## config.mk

```make
export PLATFORM = sky130hd
export DESIGN_NAME = depth_test_writer_flat
export DESIGN_NICKNAME = d
export VERILOG_FILES = /design/src/rtl/depth_test_writer_pkg.sv /design/src/rtl/depth_test_writer_if.sv /design/src/rtl/depth_test_writer_forward_buffer.sv /design/src/rtl/depth_test_writer.sv /design/src/flat_wrapper.sv
export SDC_FILE = /design/constraint.sdc
export NUM_CORES = 1
export LEC_CHECK = 0
export CORE_MARGIN = 2
export CORE_UTILIZATION = 40
export CTS_CLUSTER_DIAMETER = 120
export CTS_CLUSTER_SIZE = 28
export DETAILED_ROUTE_END_ITERATION = 10
export PLACE_DENSITY = 0.63
export SLEW_MARGIN = 30
export SYNTH_ARGS = -nofsm -noshare
export SYNTH_HDL_FRONTEND = slang
export SYNTH_SLANG_ARGS = --single-unit
```

## constraint.sdc

```tcl
create_clock -name clk_in -period 8.05 [get_ports clk_in]
set_input_delay 1.61 -clock clk_in [delete_from_list [all_inputs] [get_ports clk_in]]
set_output_delay 1.61 -clock clk_in [all_outputs]
set_load 0.005 [all_outputs]
```

## src/rtl/depth_test_writer_pkg.sv

```systemverilog
`default_nettype none
// =============================================================================
// depth_test_writer_pkg: shared graphics types, clear value, FSM encoding.
// Rev 1.0
// =============================================================================
package depth_test_writer_pkg;

   localparam int DEPTH_W = 16;
   localparam int COLOR_W = 16;

   typedef logic [DEPTH_W-1:0] depth_t;
   typedef logic [COLOR_W-1:0] color_t;

   localparam depth_t DEPTH_CLEAR = '1;

   function automatic int fb_addr_width(input int w, input int h);
      return (w * h > 1) ? $clog2(w * h) : 1;
   endfunction

   localparam int FB_ADDR_W = fb_addr_width(320, 180);
   typedef logic [FB_ADDR_W-1:0] fb_addr_t;

   localparam logic [1:0] ST_RUN   = 2'd0;
   localparam logic [1:0] ST_DRAIN = 2'd1;
   localparam logic [1:0] ST_CLEAR = 2'd2;

endpackage
`default_nettype wire

```

## src/rtl/depth_test_writer_if.sv

```systemverilog
`default_nettype none
// =============================================================================
// depth_test_writer_if: pixel stream, clear control and BRAM port bundle.
// Rev 1.0
// =============================================================================
interface depth_test_writer_if
   import depth_test_writer_pkg::*;
#(
   parameter int COORD_WIDTH     = 32,
   parameter int DEPTH_BIT_WIDTH = 16,
   parameter int COLOR_WIDTH     = 16,
   parameter int FB_WIDTH        = 320,
   parameter int FB_HEIGHT       = 180
);
   localparam int ADDR_WIDTH = fb_addr_width(FB_WIDTH, FB_HEIGHT);

   // x_in/y_in carry two's-complement coordinates
   logic                       pixel_valid_in;
   logic [COORD_WIDTH-1:0]     x_in;
   logic [COORD_WIDTH-1:0]     y_in;
   logic [DEPTH_BIT_WIDTH-1:0] depth_in;
   logic [COLOR_WIDTH-1:0]     color_in;
   logic                       clear_start;
   logic                       ready_out;
   logic                       clear_done;
   logic [ADDR_WIDTH-1:0]      depth_raddr;
   logic [DEPTH_BIT_WIDTH-1:0] depth_rdata;
   logic                       depth_wen;
   logic [ADDR_WIDTH-1:0]      depth_waddr;
   logic [DEPTH_BIT_WIDTH-1:0] depth_wdata;
   logic                       fb_wen;
   logic [ADDR_WIDTH-1:0]      fb_waddr;
   logic [COLOR_WIDTH-1:0]     fb_wdata;

   modport slave (
      input  pixel_valid_in, x_in, y_in, depth_in, color_in, clear_start, depth_rdata,
      output ready_out, clear_done, depth_raddr, depth_wen, depth_waddr, depth_wdata,
             fb_wen, fb_waddr, fb_wdata
   );

   modport master (
      output pixel_valid_in, x_in, y_in, depth_in, color_in, clear_start, depth_rdata,
      input  ready_out, clear_done, depth_raddr, depth_wen, depth_waddr, depth_wdata,
             fb_wen, fb_waddr, fb_wdata
   );

endinterface
`default_nettype wire

```

## src/rtl/depth_test_writer_forward_buffer.sv

```systemverilog
`default_nettype none
// =============================================================================
// depth_forward_buffer: history of recent depth writes with newest-match lookup.
// Rev 1.0
// =============================================================================
module depth_forward_buffer #(
   parameter int ADDR_WIDTH      = 16,
   parameter int DEPTH_BIT_WIDTH = 16,
   parameter int ENTRIES         = 3
) (
   input  wire logic                       clk_in,
   input  wire logic                       rst_in,
   input  wire logic                       push_valid,
   input  wire logic [ADDR_WIDTH-1:0]      push_addr,
   input  wire logic [DEPTH_BIT_WIDTH-1:0] push_depth,
   input  wire logic [ADDR_WIDTH-1:0]      lookup_addr,
   output logic                            hit,
   output logic [DEPTH_BIT_WIDTH-1:0]      hit_depth
);
   logic [ENTRIES-1:0]                      vld_q,   vld_d;
   logic [ENTRIES-1:0][ADDR_WIDTH-1:0]      addr_q,  addr_d;
   logic [ENTRIES-1:0][DEPTH_BIT_WIDTH-1:0] depth_q, depth_d;

   // Shifts every cycle so entry i is always the write committed i cycles ago
   always_comb begin
      vld_d   = {vld_q[ENTRIES-2:0],   push_valid};
      addr_d  = {addr_q[ENTRIES-2:0],  push_addr};
      depth_d = {depth_q[ENTRIES-2:0], push_depth};
      hit       = 1'b0;
      hit_depth = '0;
      for (int i = ENTRIES - 1; i >= 0; i--) begin
         if (vld_q[i] && (addr_q[i] == lookup_addr)) begin
            hit       = 1'b1;
            hit_depth = depth_q[i];
         end
      end
   end

   always_ff @(posedge clk_in or negedge rst_in) begin
      if (!rst_in) begin
         vld_q   <= '0;
         addr_q  <= '0;
         depth_q <= '0;
      end else begin
         vld_q   <= vld_d;
         addr_q  <= addr_d;
         depth_q <= depth_d;
      end
   end

endmodule
`default_nettype wire

```

## src/rtl/depth_test_writer.sv

```systemverilog
`default_nettype none
// =============================================================================
// depth_test_writer: pipelined depth read-compare-write plus buffer clear sweep.
// Define DEPTH_TEST_STATS_EN for pass/reject/drop counters.  Rev 1.0
// =============================================================================
module depth_test_writer
   import depth_test_writer_pkg::*;
#(
   parameter int                     COORD_WIDTH     = 32,
   parameter int                     DEPTH_BIT_WIDTH = 16,
   parameter int                     COLOR_WIDTH     = 16,
   parameter int                     FB_WIDTH        = 320,
   parameter int                     FB_HEIGHT       = 180,
   parameter int                     BRAM_LATENCY    = 2,
   parameter logic [COLOR_WIDTH-1:0] CLEAR_COLOR     = '0
) (
   input  wire logic          clk_in,
   input  wire logic          rst_in,
   depth_test_writer_if.slave bus
`ifdef DEPTH_TEST_STATS_EN
   ,
   output logic [31:0]        pass_count,
   output logic [31:0]        reject_count,
   output logic [31:0]        drop_count
`endif
);
   localparam int AW   = fb_addr_width(FB_WIDTH, FB_HEIGHT);
   localparam int NPIX = FB_WIDTH * FB_HEIGHT;
   localparam int L    = BRAM_LATENCY;

   logic [1:0]                      state_q, state_d;
   logic [AW-1:0]                   cnt_q, cnt_d;
   logic                            ready, clear_done_d, clear_done_q;
   logic                            x_ok, y_ok, accept;
   logic [AW-1:0]                   lin_addr;
   logic [L:0]                      st_valid_q, st_valid_d;
   logic [L:0][AW-1:0]              st_addr_q,  st_addr_d;
   logic [L:0][DEPTH_BIT_WIDTH-1:0] st_depth_q, st_depth_d;
   logic [L:0][COLOR_WIDTH-1:0]     st_color_q, st_color_d;
   logic                            fwd_hit, pass;
   logic [DEPTH_BIT_WIDTH-1:0]      fwd_depth, stored_depth;
   logic                            wen_q, wen_d;
   logic [AW-1:0]                   waddr_q, waddr_d;
   logic [DEPTH_BIT_WIDTH-1:0]      wdepth_q, wdepth_d;
   logic [COLOR_WIDTH-1:0]          wcolor_q, wcolor_d;

   always_ff @(posedge clk_in or negedge rst_in) begin
      if (!rst_in) begin
         state_q <= ST_RUN;
         cnt_q   <= '0;
      end else begin
         state_q <= state_d;
         cnt_q   <= cnt_d;
      end
   end

   // cnt_q counts drain cycles in DRAIN and the sweep address in CLEAR
   always_comb begin
      state_d = state_q;
      cnt_d   = cnt_q;
      case (state_q)
         ST_RUN: begin
            if (bus.clear_start) begin
               state_d = ST_DRAIN;
               cnt_d   = '0;
            end
         end
         ST_DRAIN: begin
            if (cnt_q == AW'(L)) begin
               state_d = ST_CLEAR;
               cnt_d   = '0;
            end else begin
               cnt_d = cnt_q + 1'b1;
            end
         end
         ST_CLEAR: begin
            if (cnt_q == AW'(NPIX - 1)) begin
               state_d = ST_RUN;
               cnt_d   = '0;
            end else begin
               cnt_d = cnt_q + 1'b1;
            end
         end
         default: state_d = ST_RUN;
      endcase
   end

   always_comb begin
      ready        = (state_q == ST_RUN);
      clear_done_d = (state_q == ST_CLEAR) && (cnt_q == AW'(NPIX - 1));
   end

   always_comb begin
      x_ok     = !bus.x_in[COORD_WIDTH-1] && (bus.x_in < COORD_WIDTH'(FB_WIDTH));
      y_ok     = !bus.y_in[COORD_WIDTH-1] && (bus.y_in < COORD_WIDTH'(FB_HEIGHT));
      accept   = ready && bus.pixel_valid_in;
      lin_addr = AW'(bus.y_in[AW-1:0] * AW'(FB_WIDTH)) + bus.x_in[AW-1:0];

      st_valid_d = {st_valid_q[L-1:0], accept && x_ok && y_ok};
      st_addr_d  = {st_addr_q[L-1:0],  lin_addr};
      st_depth_d = {st_depth_q[L-1:0], bus.depth_in};
      st_color_d = {st_color_q[L-1:0], bus.color_in};

      // Strict less-than: on equal depth the first-drawn sample keeps the pixel
      stored_depth = fwd_hit ? fwd_depth : bus.depth_rdata;
      pass         = st_valid_q[L] && (st_depth_q[L] < stored_depth);

      if (state_q == ST_CLEAR) begin
         wen_d    = 1'b1;
         waddr_d  = cnt_q;
         wdepth_d = '1;
         wcolor_d = CLEAR_COLOR;
      end else begin
         wen_d    = pass;
         waddr_d  = st_addr_q[L];
         wdepth_d = st_depth_q[L];
         wcolor_d = st_color_q[L];
      end
   end

   always_ff @(posedge clk_in or negedge rst_in) begin
      if (!rst_in) begin
         st_valid_q   <= '0;
         st_addr_q    <= '0;
         st_depth_q   <= '0;
         st_color_q   <= '0;
         wen_q        <= 1'b0;
         waddr_q      <= '0;
         wdepth_q     <= '0;
         wcolor_q     <= '0;
         clear_done_q <= 1'b0;
      end else begin
         st_valid_q   <= st_valid_d;
         st_addr_q    <= st_addr_d;
         st_depth_q   <= st_depth_d;
         st_color_q   <= st_color_d;
         wen_q        <= wen_d;
         waddr_q      <= waddr_d;
         wdepth_q     <= wdepth_d;
         wcolor_q     <= wcolor_d;
         clear_done_q <= clear_done_d;
      end
   end

   depth_forward_buffer #(
      .ADDR_WIDTH      (AW),
      .DEPTH_BIT_WIDTH (DEPTH_BIT_WIDTH),
      .ENTRIES         (L + 1)
   ) u_fwd (
      .clk_in      (clk_in),
      .rst_in      (rst_in),
      .push_valid  (wen_d),
      .push_addr   (waddr_d),
      .push_depth  (wdepth_d),
      .lookup_addr (st_addr_q[L]),
      .hit         (fwd_hit),
      .hit_depth   (fwd_depth)
   );

   assign bus.ready_out   = ready;
   assign bus.clear_done  = clear_done_q;
   assign bus.depth_raddr = st_addr_q[0];
   assign bus.depth_wen   = wen_q;
   assign bus.depth_waddr = waddr_q;
   assign bus.depth_wdata = wdepth_q;
   assign bus.fb_wen      = wen_q;
   assign bus.fb_waddr    = waddr_q;
   assign bus.fb_wdata    = wcolor_q;

`ifdef DEPTH_TEST_STATS_EN
   logic        drop, reject;
   logic [31:0] pass_cnt_q, pass_cnt_d, rej_cnt_q, rej_cnt_d, drop_cnt_q, drop_cnt_d;

   always_comb begin
      drop       = bus.pixel_valid_in && !(ready && x_ok && y_ok);
      reject     = st_valid_q[L] && !pass;
      pass_cnt_d = pass_cnt_q;
      rej_cnt_d  = rej_cnt_q;
      drop_cnt_d = drop_cnt_q;
      if (clear_done_d) begin
         pass_cnt_d = '0;
         rej_cnt_d  = '0;
         drop_cnt_d = '0;
      end else begin
         if (pass   && (pass_cnt_q != '1)) pass_cnt_d = pass_cnt_q + 1'b1;
         if (reject && (rej_cnt_q  != '1)) rej_cnt_d  = rej_cnt_q + 1'b1;
         if (drop   && (drop_cnt_q != '1)) drop_cnt_d = drop_cnt_q + 1'b1;
      end
   end

   always_ff @(posedge clk_in or negedge rst_in) begin
      if (!rst_in) begin
         pass_cnt_q <= '0;
         rej_cnt_q  <= '0;
         drop_cnt_q <= '0;
      end else begin
         pass_cnt_q <= pass_cnt_d;
         rej_cnt_q  <= rej_cnt_d;
         drop_cnt_q <= drop_cnt_d;
      end
   end

   assign pass_count   = pass_cnt_q;
   assign reject_count = rej_cnt_q;
   assign drop_count   = drop_cnt_q;
`endif

endmodule
`default_nettype wire
```

## src/flat_wrapper.sv

```systemverilog
// flat-port wrapper written by rule: the top's interface ports become plain ports
module depth_test_writer_flat import depth_test_writer_pkg::*;
#(
   parameter int                     COORD_WIDTH     = 32,
   parameter int                     DEPTH_BIT_WIDTH = 16,
   parameter int                     COLOR_WIDTH     = 16,
   parameter int                     FB_WIDTH        = 320,
   parameter int                     FB_HEIGHT       = 180,
   parameter int                     BRAM_LATENCY    = 2,
   parameter logic [COLOR_WIDTH-1:0] CLEAR_COLOR     = '0
)
  (clk_in, rst_in, bus_pixel_valid_in, bus_x_in, bus_y_in, bus_depth_in, bus_color_in, bus_clear_start, bus_depth_rdata, bus_ready_out, bus_clear_done, bus_depth_raddr, bus_depth_wen, bus_depth_waddr, bus_depth_wdata, bus_fb_wen, bus_fb_waddr, bus_fb_wdata);
  depth_test_writer_if #(.COORD_WIDTH(COORD_WIDTH), .DEPTH_BIT_WIDTH(DEPTH_BIT_WIDTH), .COLOR_WIDTH(COLOR_WIDTH), .FB_WIDTH(FB_WIDTH), .FB_HEIGHT(FB_HEIGHT)) bus_i ();
  input  wire logic clk_in;
  input  wire logic rst_in;
  input wire logic [$bits(bus_i.pixel_valid_in)-1:0] bus_pixel_valid_in;
  input wire logic [$bits(bus_i.x_in)-1:0] bus_x_in;
  input wire logic [$bits(bus_i.y_in)-1:0] bus_y_in;
  input wire logic [$bits(bus_i.depth_in)-1:0] bus_depth_in;
  input wire logic [$bits(bus_i.color_in)-1:0] bus_color_in;
  input wire logic [$bits(bus_i.clear_start)-1:0] bus_clear_start;
  input wire logic [$bits(bus_i.depth_rdata)-1:0] bus_depth_rdata;
  output wire logic [$bits(bus_i.ready_out)-1:0] bus_ready_out;
  output wire logic [$bits(bus_i.clear_done)-1:0] bus_clear_done;
  output wire logic [$bits(bus_i.depth_raddr)-1:0] bus_depth_raddr;
  output wire logic [$bits(bus_i.depth_wen)-1:0] bus_depth_wen;
  output wire logic [$bits(bus_i.depth_waddr)-1:0] bus_depth_waddr;
  output wire logic [$bits(bus_i.depth_wdata)-1:0] bus_depth_wdata;
  output wire logic [$bits(bus_i.fb_wen)-1:0] bus_fb_wen;
  output wire logic [$bits(bus_i.fb_waddr)-1:0] bus_fb_waddr;
  output wire logic [$bits(bus_i.fb_wdata)-1:0] bus_fb_wdata;
  assign bus_i.pixel_valid_in = bus_pixel_valid_in;
  assign bus_i.x_in = bus_x_in;
  assign bus_i.y_in = bus_y_in;
  assign bus_i.depth_in = bus_depth_in;
  assign bus_i.color_in = bus_color_in;
  assign bus_i.clear_start = bus_clear_start;
  assign bus_i.depth_rdata = bus_depth_rdata;
  assign bus_ready_out = bus_i.ready_out;
  assign bus_clear_done = bus_i.clear_done;
  assign bus_depth_raddr = bus_i.depth_raddr;
  assign bus_depth_wen = bus_i.depth_wen;
  assign bus_depth_waddr = bus_i.depth_waddr;
  assign bus_depth_wdata = bus_i.depth_wdata;
  assign bus_fb_wen = bus_i.fb_wen;
  assign bus_fb_waddr = bus_i.fb_waddr;
  assign bus_fb_wdata = bus_i.fb_wdata;
  depth_test_writer #(.COORD_WIDTH(COORD_WIDTH), .DEPTH_BIT_WIDTH(DEPTH_BIT_WIDTH), .COLOR_WIDTH(COLOR_WIDTH), .FB_WIDTH(FB_WIDTH), .FB_HEIGHT(FB_HEIGHT), .BRAM_LATENCY(BRAM_LATENCY), .CLEAR_COLOR(CLEAR_COLOR)) u_core (.clk_in(clk_in), .rst_in(rst_in), .bus(bus_i));
endmodule
```

==> flow_summary.json, run 1 <==
{
  "period_minus_slack_ps": 4196,
  "hold_viol_final": 0,
  "synth_fa_ha_area_share_pct": 5.246,
  "core_area_um2": 26730,
  "crit_path_start": "u_core.st_addr_q[41]$_DFF_PN0_",
  "grt_util_met3_pct": 3.855,
  "drv_slew": 0,
  "power_density_nw_per_um2": 271.5,
  "die_w_um": 168.2,
  "gp_congestion": 0.8263,
  "cts_sinks": 281,
  "drt_wl_total_um": 21890,
  "synth_seq_cells": 281,
  "max_clock_freq_ghz": 0.2383,
  "dp_hpwl_um": 15600,
  "status": "complete, no violations",
  "synth-xor-area-share_pct": 5.525,
  "syn-num-nets": 966,
  "first_pass_iters": 4,
  "hp-class": "flip-flop to flip-flop",
  "r2r_start": "u_core.st_addr_q[41]$_DFF_PN0_",
  "cp-start-kind": "flip-flop",
  "path_max_fanout": 17,
  "num_antenna_cells": 0,
  "final_antenna_net_count": 0,
  "drt_iter0_drc": 385,
  "cts_resized": 0,
  "synth_top_family_by_area": "simple AND/OR/NAND/NOR gates",
  "cts_tree": "built",
  "grt_overflow_total": 0,
  "worstHoldStart": "u_core.st_addr_d[38]$_DFF_PN0_",
  "nFillCells": 2372,
  "grt_pass1_vias": 6411,
  "drive_gt1_share_pct": 7.036,
  "p_leak_nw": 5.526,
  "dp.cells": 1261,
  "synthFlopType": "dfrtp_1",
  "cts.htree.levels": 1,
  "cp-end-kind": "flip-flop",
  "num_io_pins": 200,
  "syn_to_final_growth_pct": 21.40,
  "setup_violations": 0,
  "finalNonFillerCells": 1279,
  "post-cts-setup-buffers": 0,
  "maxCapViolCount": 0,
  "rows": 60,
  "slew_headroom_pct": 36.31,
  "synth_mux_area_share_pct": 1.973,
  "setup_tns_ps": 0,
  "drc": 0,
  "rsz0062_at_grt": "false",
  "path_class": "flip-flop to flip-flop",
  "synth_cell_types": 54,
  "syn_area_um2": 10780,
  "yosys.area_share.simple_pct": 9.273,
  "path_clk_slew_ps": 100,
  "numCtsBuffers": 14,
  "grt_use_met1_pct": 21.94,
  "yosysWarnings": 0,
  "finalPower_mw": 3.554,
  "ys_seq_area_share_pct": 65.23,
  "viasPerCell": 4.912,
  "rrSetupSlack_ps": 3850,
  "use_met2_pct": 24.96,
  "cts_root_buf": "clkbuf_16",
  "fin_hold_ws_ps": 326.3,
  "synth.avg_cell_area_um2": 13.38,
  "initial_core_util_pct": 40.34,
  "arrival_ps": 4580,
  "clock_skew_ps": 25.05,
  "vias": 6282,
  "tightest_slew_ps": 955.3,
  "clk_latency_ps": 480,
  "busiest_layer": "met2",
  "layout.nets": 1097,
  "fin_util_pct": 48.97,
  "grt_antenna_before_repair": 2,
  "cts_max_path_buffers": 3,
  "ys_async_sr_fraction_pct": 100.0,
  "die_area_um2": 28280,
  "synth_enable_flop_cells": 0,
  "ctsHoldBuffers": 0,
  "dieHeight_um": 168.2,
  "grt_pass1_wl_um": 34760,
  "synth_compound_area_share_pct": 6.581,
  "peakVddDrop_mv": 0.1402,
  "min_period_over_period_pct": 52.13,
  "wl_per_cell_um": 17.11,
  "syn_inst": 806,
  "worstPathRequired_ps": 8430,
  "grt_max_degree": 176,
  "port_buffers": 199,
  "grt_usage_pct": 15.65
}
## critical path, stage by stage (launching register included)
cell and delay, ps:
dfrtp_1 460, xor2_1 200, nor4_2 300, nand3_1 550, or2_1 670, a311oi_1 440
a21oi_1 100, ha_1 320, nand4_1 100, nor4_1 350, o21a_1 200, nand4_1 100
o31a_1 300
## stage by stage
step	cell area, µm²	setup slack [ps]
after global placement	12650	3728
after floorplan	10780	4338
after detailed placement	12650	3727
after global routing	13090	3580
final	13090	3854
after CTS	13060	3905
## path summary, 6_finish.rpt
path                       depth (start not counted)                                   to
max                                               12      u_core.u_fwd.vld_q[0]$_DFF_PN0_
min                                                0       u_core.st_addr_q[38]$_DFF_PN0_
max reg2reg                                       12      u_core.u_fwd.vld_q[0]$_DFF_PN0_
min reg2reg                                        0       u_core.st_addr_q[38]$_DFF_PN0_
max in group asynchronous                          3      u_core.st_depth_q[44]$_DFF_PN0_
min in group asynchronous                          1  u_core.bus.depth_raddr[3]$_DFF_PN0_
## sequential cells by signal, indices dropped and copies added (netlist names)
| register | count |
|---|---|
| u_core.bus.depth_raddr | 16 |
| u_core.u_fwd.depth_d | 16 |
| u_core.bus.depth_wdata | 16 |
| u_core.bus.clear_done | 1 |
| u_core.state_q | 2 |
| u_core.u_fwd.addr_d | 16 |
| u_core.st_addr_q | 16 |
| u_core.st_depth_d | 32 |
| u_core.u_fwd.vld_q | 3 |
| u_core.st_addr_d | 16 |
| u_core.st_color_d | 32 |
| u_core.u_fwd.depth_q | 16 |
| u_core.st_valid_q | 3 |
| u_core.bus.fb_wdata | 16 |
| u_core.bus.depth_waddr | 16 |
| u_core.st_depth_q | 16 |
| u_core.u_fwd.addr_q | 16 |
| u_core.st_color_q | 16 |
| u_core.cnt_q | 16 |
## cells in the mapped netlist (3+ instances only)
cell type / count / share of area (%)
a21o_1: 4 / 0.28
and3_1: 5 / 0.29
nor2b_1: 20 / 1.2
xnor2_1: 30 / 2.4
mux2_2: 17 / 1.8
nand2b_1: 4 / 0.23
xor2_1: 38 / 3.1
nor3_1: 23 / 1.1
a21oi_1: 35 / 1.6
clkbuf_1: 11 / 0.38
inv_1: 17 / 0.59
ha_1: 42 / 4.9
or2_2: 17 / 0.99
nor2_1: 17 / 0.59
a31oi_1: 8 / 0.46
a311oi_1: 15 / 1.2
nand4_1: 12 / 0.70
o21ai_0: 14 / 0.65
o21ai_1: 17 / 0.79
nand2_1: 18 / 0.63
nor4_2: 4 / 0.46
nor4_1: 17 / 0.99
buf_2: 7 / 0.32
nand3_1: 29 / 1.3
dfrtp_1: 281 / 65
a211oi_1: 3 / 0.21
buf_4: 66 / 4.6
## kinds of logic (layout without fill, tap and decap cells)
family / after synthesis / count (layout)
flops: 281 / 281
simple gates: 177 / 177
compound gates: 112 / 112
buf+inv: 105 / 237
xor+xnor: 68 / 68
fa+ha+maj: 44 / 44
mux: 19 / 19
## power by group
| group | total [mW] | internal [mW] | switching, mW |
|---|---|---|---|
| Sequential | 1.89 | 1.68 | 0.214 |
| Clock | 0.781 | 0.345 | 0.436 |
| Combinational | 0.881 | 0.490 | 0.391 |
| Total | 3.55 | 2.51 | 1.04 |
## area by class of cell
type | instances | area [µm²] | share of cell area, %
repair buffers | 203 | 2059 | 15.74
flip-flops and latches | 281 | 7032 | 53.73
multi-input cells | 420 | 3097 | 23.66
clock buffers | 16 | 379.1 | 2.897
clock inverters | 1 | 30.03 | 0.2294
well taps | 341 | 426.7 | 3.260
inverters | 17 | 63.81 | 0.4876
## metal layers
layer	part of all wire, %	wire length (µm)
met5	0.14	30
met4	1.5	334
met3	6.8	1490
met2	46	10160
met1	45	9873
## cells in the final DEF, fill, tap and decap left out, types with 2 or more instances in the layout
cell,instances
xor2_1,38
a31oi_1,8
or2_1,2
a21oi_1,35
a211oi_1,3
nor2_1,17
nor4_1,17
a21o_1,4
nand4_1,12
nor4_2,3
nand2_1,18
mux2_2,17
fa_1,2
a41oi_1,2
o21ai_1,17
nand3_1,29
ha_1,41
buf_4,2
or2_2,17
nor3_1,23
nand2b_1,4
o21ai_0,14
xnor2_1,30
nor2b_1,19
o21bai_1,2
clkbuf_16,15
dfrtp_1,281
a311oi_1,15
and2_1,2
and3_1,5
a21boi_1,2
inv_1,17
clkdlybuf4s50_1,198
Power figures use the tool's default switching activity.
==> run 2, diff against run 1 <==
PLACE_DENSITY = 0.65   (was 0.63)
clock period = 3.7 ns   (was 8.05 ns; I/O delays follow)
==> run 2 against run 1 <==
- sequential share of layout area is 0.58 points lower
- core utilization is 0.53 points higher
- register-to-register slack worse by 3500 ps
- combinational power is 130% higher
==> flow_summary.json, run 2 (synthesized netlist as in run 1, its figures left out) <==
{
  "numCtsBuffers": 14,
  "reg2reg_to": "u_core.u_fwd.vld_q[0]$_DFF_PN0_",
  "port_buffers": 199,
  "hp-class": "primary input to async pin",
  "core_area_um2": 26730,
  "cts_sinks": 281,
  "initial_core_util_pct": 40.34,
  "cts.htree.levels": 1,
  "drt_iter0_drc": 412,
  "hold_viol_final": 0,
  "cp-start-kind": "flip-flop",
  "die_w_um": 168.2,
  "grt_antenna_before_repair": 1,
  "power_density_nw_per_um2": 589.1,
  "drc": 0,
  "r2r_start": "u_core.st_addr_q[45]$_DFF_PN0_",
  "dp_hpwl_um": 16610,
  "rows": 60,
  "worstRegToRegCells": 14,
  "gp_congestion": 0.9448,
  "setup_violations": 0,
  "dieHeight_um": 168.2,
  "grt_max_degree": 80,
  "drv_slew": 0,
  "wl_per_cell_um": 17.41,
  "peakVddDrop_mv": 0.3779,
  "tightest_slew_ps": 611.8,
  "maxCapViolCount": 0,
  "final_antenna_net_count": 0,
  "clk_latency_ps": 480,
  "path_max_fanout": 9,
  "cts_root_buf": "clkbuf_16",
  "num_io_pins": 200,
  "first_pass_iters": 5,
  "cts_tree": "built",
  "drt_wl_total_um": 22510,
  "max_clock_freq_ghz": 0.2950,
  "path_clk_slew_ps": 100,
  "grt_usage_pct": 16.42,
  "arrival_ps": 3780,
  "cp-end-kind": "flip-flop",
  "grt_pass1_wl_um": 36540,
  "final_cell_mix": "dfrtp_1, clkdlybuf4s50_1, ha_1",
  "slew_headroom_pct": 59.13,
  "syn_to_final_growth_pct": 22.73,
  "cts_max_path_buffers": 3,
  "ctsHoldBuffers": 0,
  "rrSetupSlack_ps": 310,
  "status": "complete, no violations",
  "grt_overflow_total": 0,
  "post_dp_cell_area_um2": 12790,
  "final_common_cell": "dfrtp_1",
  "crit_path_start": "u_core.st_addr_q[45]$_DFF_PN0_",
  "min_period_over_period_pct": 91.62,
  "drive_gt1_share_pct": 9.034,
  "dp.cells": 1276,
  "path_class": "flip-flop to flip-flop",
  "setup_tns_ps": 0,
  "die_area_um2": 28280,
  "cp-endpoint": "u_core.u_fwd.vld_q[0]$_DFF_PN0_",
  "finalNonFillerCells": 1293,
  "vias": 6432,
  "postLayoutCellArea_um2": 13230,
  "viasPerCell": 4.974,
  "period_minus_slack_ps": 3390,
  "clock_skew_ps": 28.40,
  "rsz0062_at_grt": "false",
  "grt_pass1_vias": 6706,
  "layout.nets": 1111,
  "worstPathRequired_ps": 4090,
  "num_antenna_cells": 0,
  "p_leak_nw": 5.593
}
==> run 2: critical path, cell delays in order (launching register included) <==
cell and delay [ps]:
dfrtp_1 460, xor2_1 190, nor4_1 290, buf_4 170, and3_4 230, buf_4 170
nand3_1 90, a311oi_1 380, a21oi_1 90, ha_1 290, nand4_1 80, nor4_1 260
o21a_1 190, nand4_1 100, o31a_1 300
==> run 2: power by group <==
group          internal, mW  total [mW]  switching, mW
sequential             3.65        4.13          0.475
clock                 0.750        1.67          0.925
combinational          1.10        1.99          0.891
==> run 2: per-layer routing <==
| layer | track usage, % | vias to the layer above | share of wire, % |
|---|---|---|---|
| li1 | - | 3003 | - |
| met1 | 22.70 | 3163 | 44 |
| met2 | 26.12 | 227 | 46 |
| met3 | 4.278 | 37 | 7.3 |
| met4 | 4.048 | 2 | 2.3 |
| met5 | 0 | - | 0.053 |
==> run 2: area by class of cell <==
cell class              instances  area (µm²)
fillers                      2339       13500
flip-flops and latches        281        7032
multi-input cells             420        3129
repair buffers                217        2170
well taps                     341       426.7
clock buffers                  16       379.1
inverters                      17       63.81
clock inverters                 1       30.03
==> run 2: how the worst min path moves through the flow <==
stage,start,end,cells after the start
6_report,rst_in,u_core.st_color_d[31]$_DFF_PN0_,1
2_1_floorplan,u_core.st_addr_d[32]$_DFF_PN0_,u_core.st_addr_q[32]$_DFF_PN0_,0
4_1_cts,rst_in,u_core.bus.depth_raddr[3]$_DFF_PN0_,1
3_5_place_dp,u_core.st_addr_d[36]$_DFF_PN0_,u_core.st_addr_q[36]$_DFF_PN0_,0
5_1_grt,rst_in,u_core.bus.depth_raddr[3]$_DFF_PN0_,1
3_3_place_gp,u_core.st_color_d[47]$_DFF_PN0_,u_core.st_color_q[47]$_DFF_PN0_,0
==> run 2: metrics by stage <==
step           total power, mW  setup WS (ps)  util [%]  hold WS (ps)
2_1_floorplan            5.266          498.0         -         331.2
3_3_place_gp             6.149          204.3     47.84         331.2
3_5_place_dp             6.173          166.7     47.84         334.7
4_1_cts                  7.888          153.3     49.37         226.1
5_1_grt                  8.255          37.72     49.50         226.6
6_report                 7.794          310.2     49.50         196.0
==> run 2: what timing repair did <==
item / 4_1_cts / 5_1_grt
gates resized for setup: 0 / 10
setup buffers: 0 / 0
setup endpoints to repair: 0 / 1
==> run 3, diff against run 2 <==
ABC_AREA = 1   (was not set)
==> run 3 against run 2 <==
- cell count is 16% higher
- critical path depth increased by 6
- flip-flop and latch count is the same
- first-iteration DRC count increased by 7.0%
- critical endpoint unchanged
- highest routed layer unchanged
==> flow_summary.json, run 3 <==
{
  "path_clk_slew_ps": 110,
  "path_cells": "inv_2 > nand2_1 > nand2_1 > nor2_1 > nand2_1 > nor2_4 > nand3_4 > nand2_2 > nor2_1 > inv_1 > buf_4 > o21ai_0 > ha_1 > a21oi_1 > nor2_1 > a211oi_1 > o21ai_0 > a21oi_1 > nand2_1 > nand2_1",
  "max_clock_freq_ghz": 0.3016,
  "peakVddDrop_mv": 0.2600,
  "final_common_cell": "dfrtp_1",
  "cts_sinks": 281,
  "drt_iter0_drc": 441,
  "vias": 7069,
  "post-cts-setup-buffers": 0,
  "initial_core_util_pct": 40.87,
  "yosysWarnings": 0,
  "setup_violations": 0,
  "num_io_pins": 200,
  "grt_antenna_before_repair": 1,
  "syn_area_um2": 11050,
  "synth_top_family_by_area": "simple AND/OR/NAND/NOR gates",
  "status": "complete, no violations",
  "wl_per_cell_um": 15.46,
  "drv_slew": 0,
  "die_area_um2": 28960,
  "syn_to_final_growth_pct": 21.82,
  "synth_fa_ha_area_share_pct": 5.120,
  "path_max_fanout": 17,
  "synth_most_common_cell": "dfrtp_1",
  "grt_usage_pct": 16.43,
  "period_minus_slack_ps": 3316,
  "path_class": "flip-flop to flip-flop",
  "p_switching_mw": 2.407,
  "clock_skew_ps": 45.19,
  "setup_tns_ps": 0,
  "maxCapViolCount": 0,
  "tightest_slew_ps": 598.4,
  "synth_compound_area_share_pct": 5.618,
  "grt_pass1_vias": 7137,
  "synth.avg_cell_area_um2": 10.97,
  "synth_seq_cells": 281,
  "numCtsBuffers": 14,
  "grt_max_degree": 81,
  "synth-xor-area-share_pct": 2.696,
  "ys_seq_area_share_pct": 63.66,
  "drc": 0,
  "cp-start-kind": "flip-flop",
  "clkPwrFrac_pct": 21.6,
  "port_buffers": 199,
  "dieHeight_um": 170.2,
  "gp_congestion": 0.8658,
  "nFillCells": 2453,
  "slew_headroom_pct": 60.10,
  "cpMostUsedCell": "nand2_1",
  "synth_area_leaders": "dfrtp_1, nand2_1, ha_1, buf_4, inv_1",
  "cts_tree": "built",
  "power_density_nw_per_um2": 575.8,
  "slowest_delay_ps": 480,
  "num_antenna_cells": 0,
  "yosys.area_share.simple_pct": 14.08,
  "rows": 60,
  "arrival_ps": 3750,
  "syn-num-nets": 1167,
  "grt_overflow_total": 0,
  "synth_top_area_share_pct": 63.66,
  "final_cell_mix": "dfrtp_1, clkdlybuf4s50_1, nand2_1",
  "cts_max_path_buffers": 3,
  "synth_mux_area_share_pct": 0,
  "layout.nets": 1313,
  "worstPathRequired_ps": 4130,
  "viasPerCell": 4.728,
  "synthFlopType": "dfrtp_1",
  "dp.cells": 1478,
  "hold_viol_final": 0,
  "rsz0062_at_grt": "false",
  "hp-class": "primary input to async pin",
  "p_sw_share_pct": 31.07,
  "die_w_um": 170.2,
  "synth_enable_flop_cells": 0,
  "ctsHoldBuffers": 0,
  "yosysTopAreaCell": "dfrtp_1",
  "synth_common_cells": "dfrtp_1, nand2_1, inv_1",
  "cts_root_buf": "clkbuf_16",
  "syn_inst": 1007,
  "drt_wl_total_um": 23110,
  "core_area_um2": 27030,
  "finalNonFillerCells": 1495,
  "power_frac_seq_pct": 52.3,
  "finalPower_mw": 7.748,
  "ys_async_sr_fraction_pct": 100.0,
  "synth_cell_types": 39,
  "dp_hpwl_um": 17430,
  "clk_latency_ps": 510,
  "min_period_over_period_pct": 89.62,
  "final_antenna_net_count": 0,
  "first_pass_iters": 5,
  "cp-end-kind": "flip-flop",
  "drive_gt1_share_pct": 5.893,
  "cts.htree.levels": 1,
  "crit_slowest_cell": "dfrtp_1",
  "cts_resized": 0,
  "p_leak_nw": 6.126,
  "pwr-share-comb_pct": 26.1,
  "grt_pass1_wl_um": 37280,
  "internal_power_mw": 5.341
}
-- run 3: cell types whose count changed after synthesis, sizes merged, moves of 18 or more --
cell,change
xnor2,-18
nor2b,-20
o21ai,+28
mux2,-18
nor2,+54
nand2,+157
inv,+92
-- run 3: cells by family (layout without fill, tap and decap cells) --
kind of cell             after synthesis  in the layout
XOR/XNOR                              34             34
adder cells (fa/ha/maj)               44             44
flip-flops                           281            281
AO/OA/AOI/OAI                        107            107
buffers and inverters                193            340
AND/OR/NAND/NOR                      348            348
-- run 3: worst max-delay path, delay by kind of cell, from the launching register on --
kind	cells	cell delay (ps)
AND/OR/NAND/NOR	11	1160
AO/OA/AOI/OAI	5	690
buffers and inverters	3	580
flip-flops	1	480
adder cells (fa/ha/maj)	1	300
-- run 3: worst paths after layout --
path | slack, ps | from | endpoint | cells after the start
max in group asynchronous | 2700 | rst_in | u_core.u_fwd.depth_q[41]$_DFF_PN0_ | 2
min in group clk_in | 350 | u_core.u_fwd.depth_d[37]$_DFF_PN0_ | u_core.u_fwd.depth_q[37]$_DFF_PN0_ | 0
hold reg to reg | 350 | u_core.u_fwd.depth_d[37]$_DFF_PN0_ | u_core.u_fwd.depth_q[37]$_DFF_PN0_ | 0
hold / removal | 200 | rst_in | u_core.st_color_d[34]$_DFF_PN0_ | 1
setup reg to reg | 380 | u_core.st_addr_q[38]$_DFF_PN0_ | u_core.u_fwd.vld_q[0]$_DFF_PN0_ | 20
setup / recovery | 380 | u_core.st_addr_q[38]$_DFF_PN0_ | u_core.u_fwd.vld_q[0]$_DFF_PN0_ | 20
-- run 3: area by class of cell --
class                      count  area (µm²)  share of cell area, %
tap                          341       426.7                  3.171
inverter                     109       409.1                  3.041
multi-input combinational    533        3042                  22.61
clock inverter                 3       48.80                 0.3627
sequential                   281        7032                  52.26
timing repair buffer         214        2147                  15.96
clock buffer                  14       350.3                  2.604
-- run 3: per-stage QoR --
step | setup slack, ps | instance area (µm²) | util, % | hold slack (ps)
3_5_place_dp | -64.27 | 13060 | 48.31 | 334.7
6_report | 384.2 | 13460 | 49.79 | 197.1
2_1_floorplan | 588.5 | 11050 | - | 331.2
4_1_cts | 378.8 | 13460 | 49.79 | 209.9
3_3_place_gp | 35.05 | 13060 | 48.31 | 331.4
5_1_grt | 37.56 | 13460 | 49.79 | 224.0
-- run 3: power groups by stage --
stage	Sequential [mW]	Combinational (mW)	Clock (mW)
3_5_place_dp	4.12	2.05	0
5_1_grt	4.13	2.26	1.85
3_3_place_gp	4.10	2.01	0
4_1_cts	4.06	2.06	1.73
2_1_floorplan	3.97	1.29	0
6_report	4.05	2.03	1.67
-- run 3: layer usage --
metal / vias to the layer above / global-route usage, % / wire (µm) / part of all wire, %
met5: - / 0 / 13 / 0.056
met4: 2 / 3.344 / 250 / 1.1
met3: 15 / 3.372 / 1473 / 6.4
met2: 205 / 27.02 / 11060 / 48
met1: 3395 / 22.71 / 10310 / 45
li1: 3452 / - / - / -
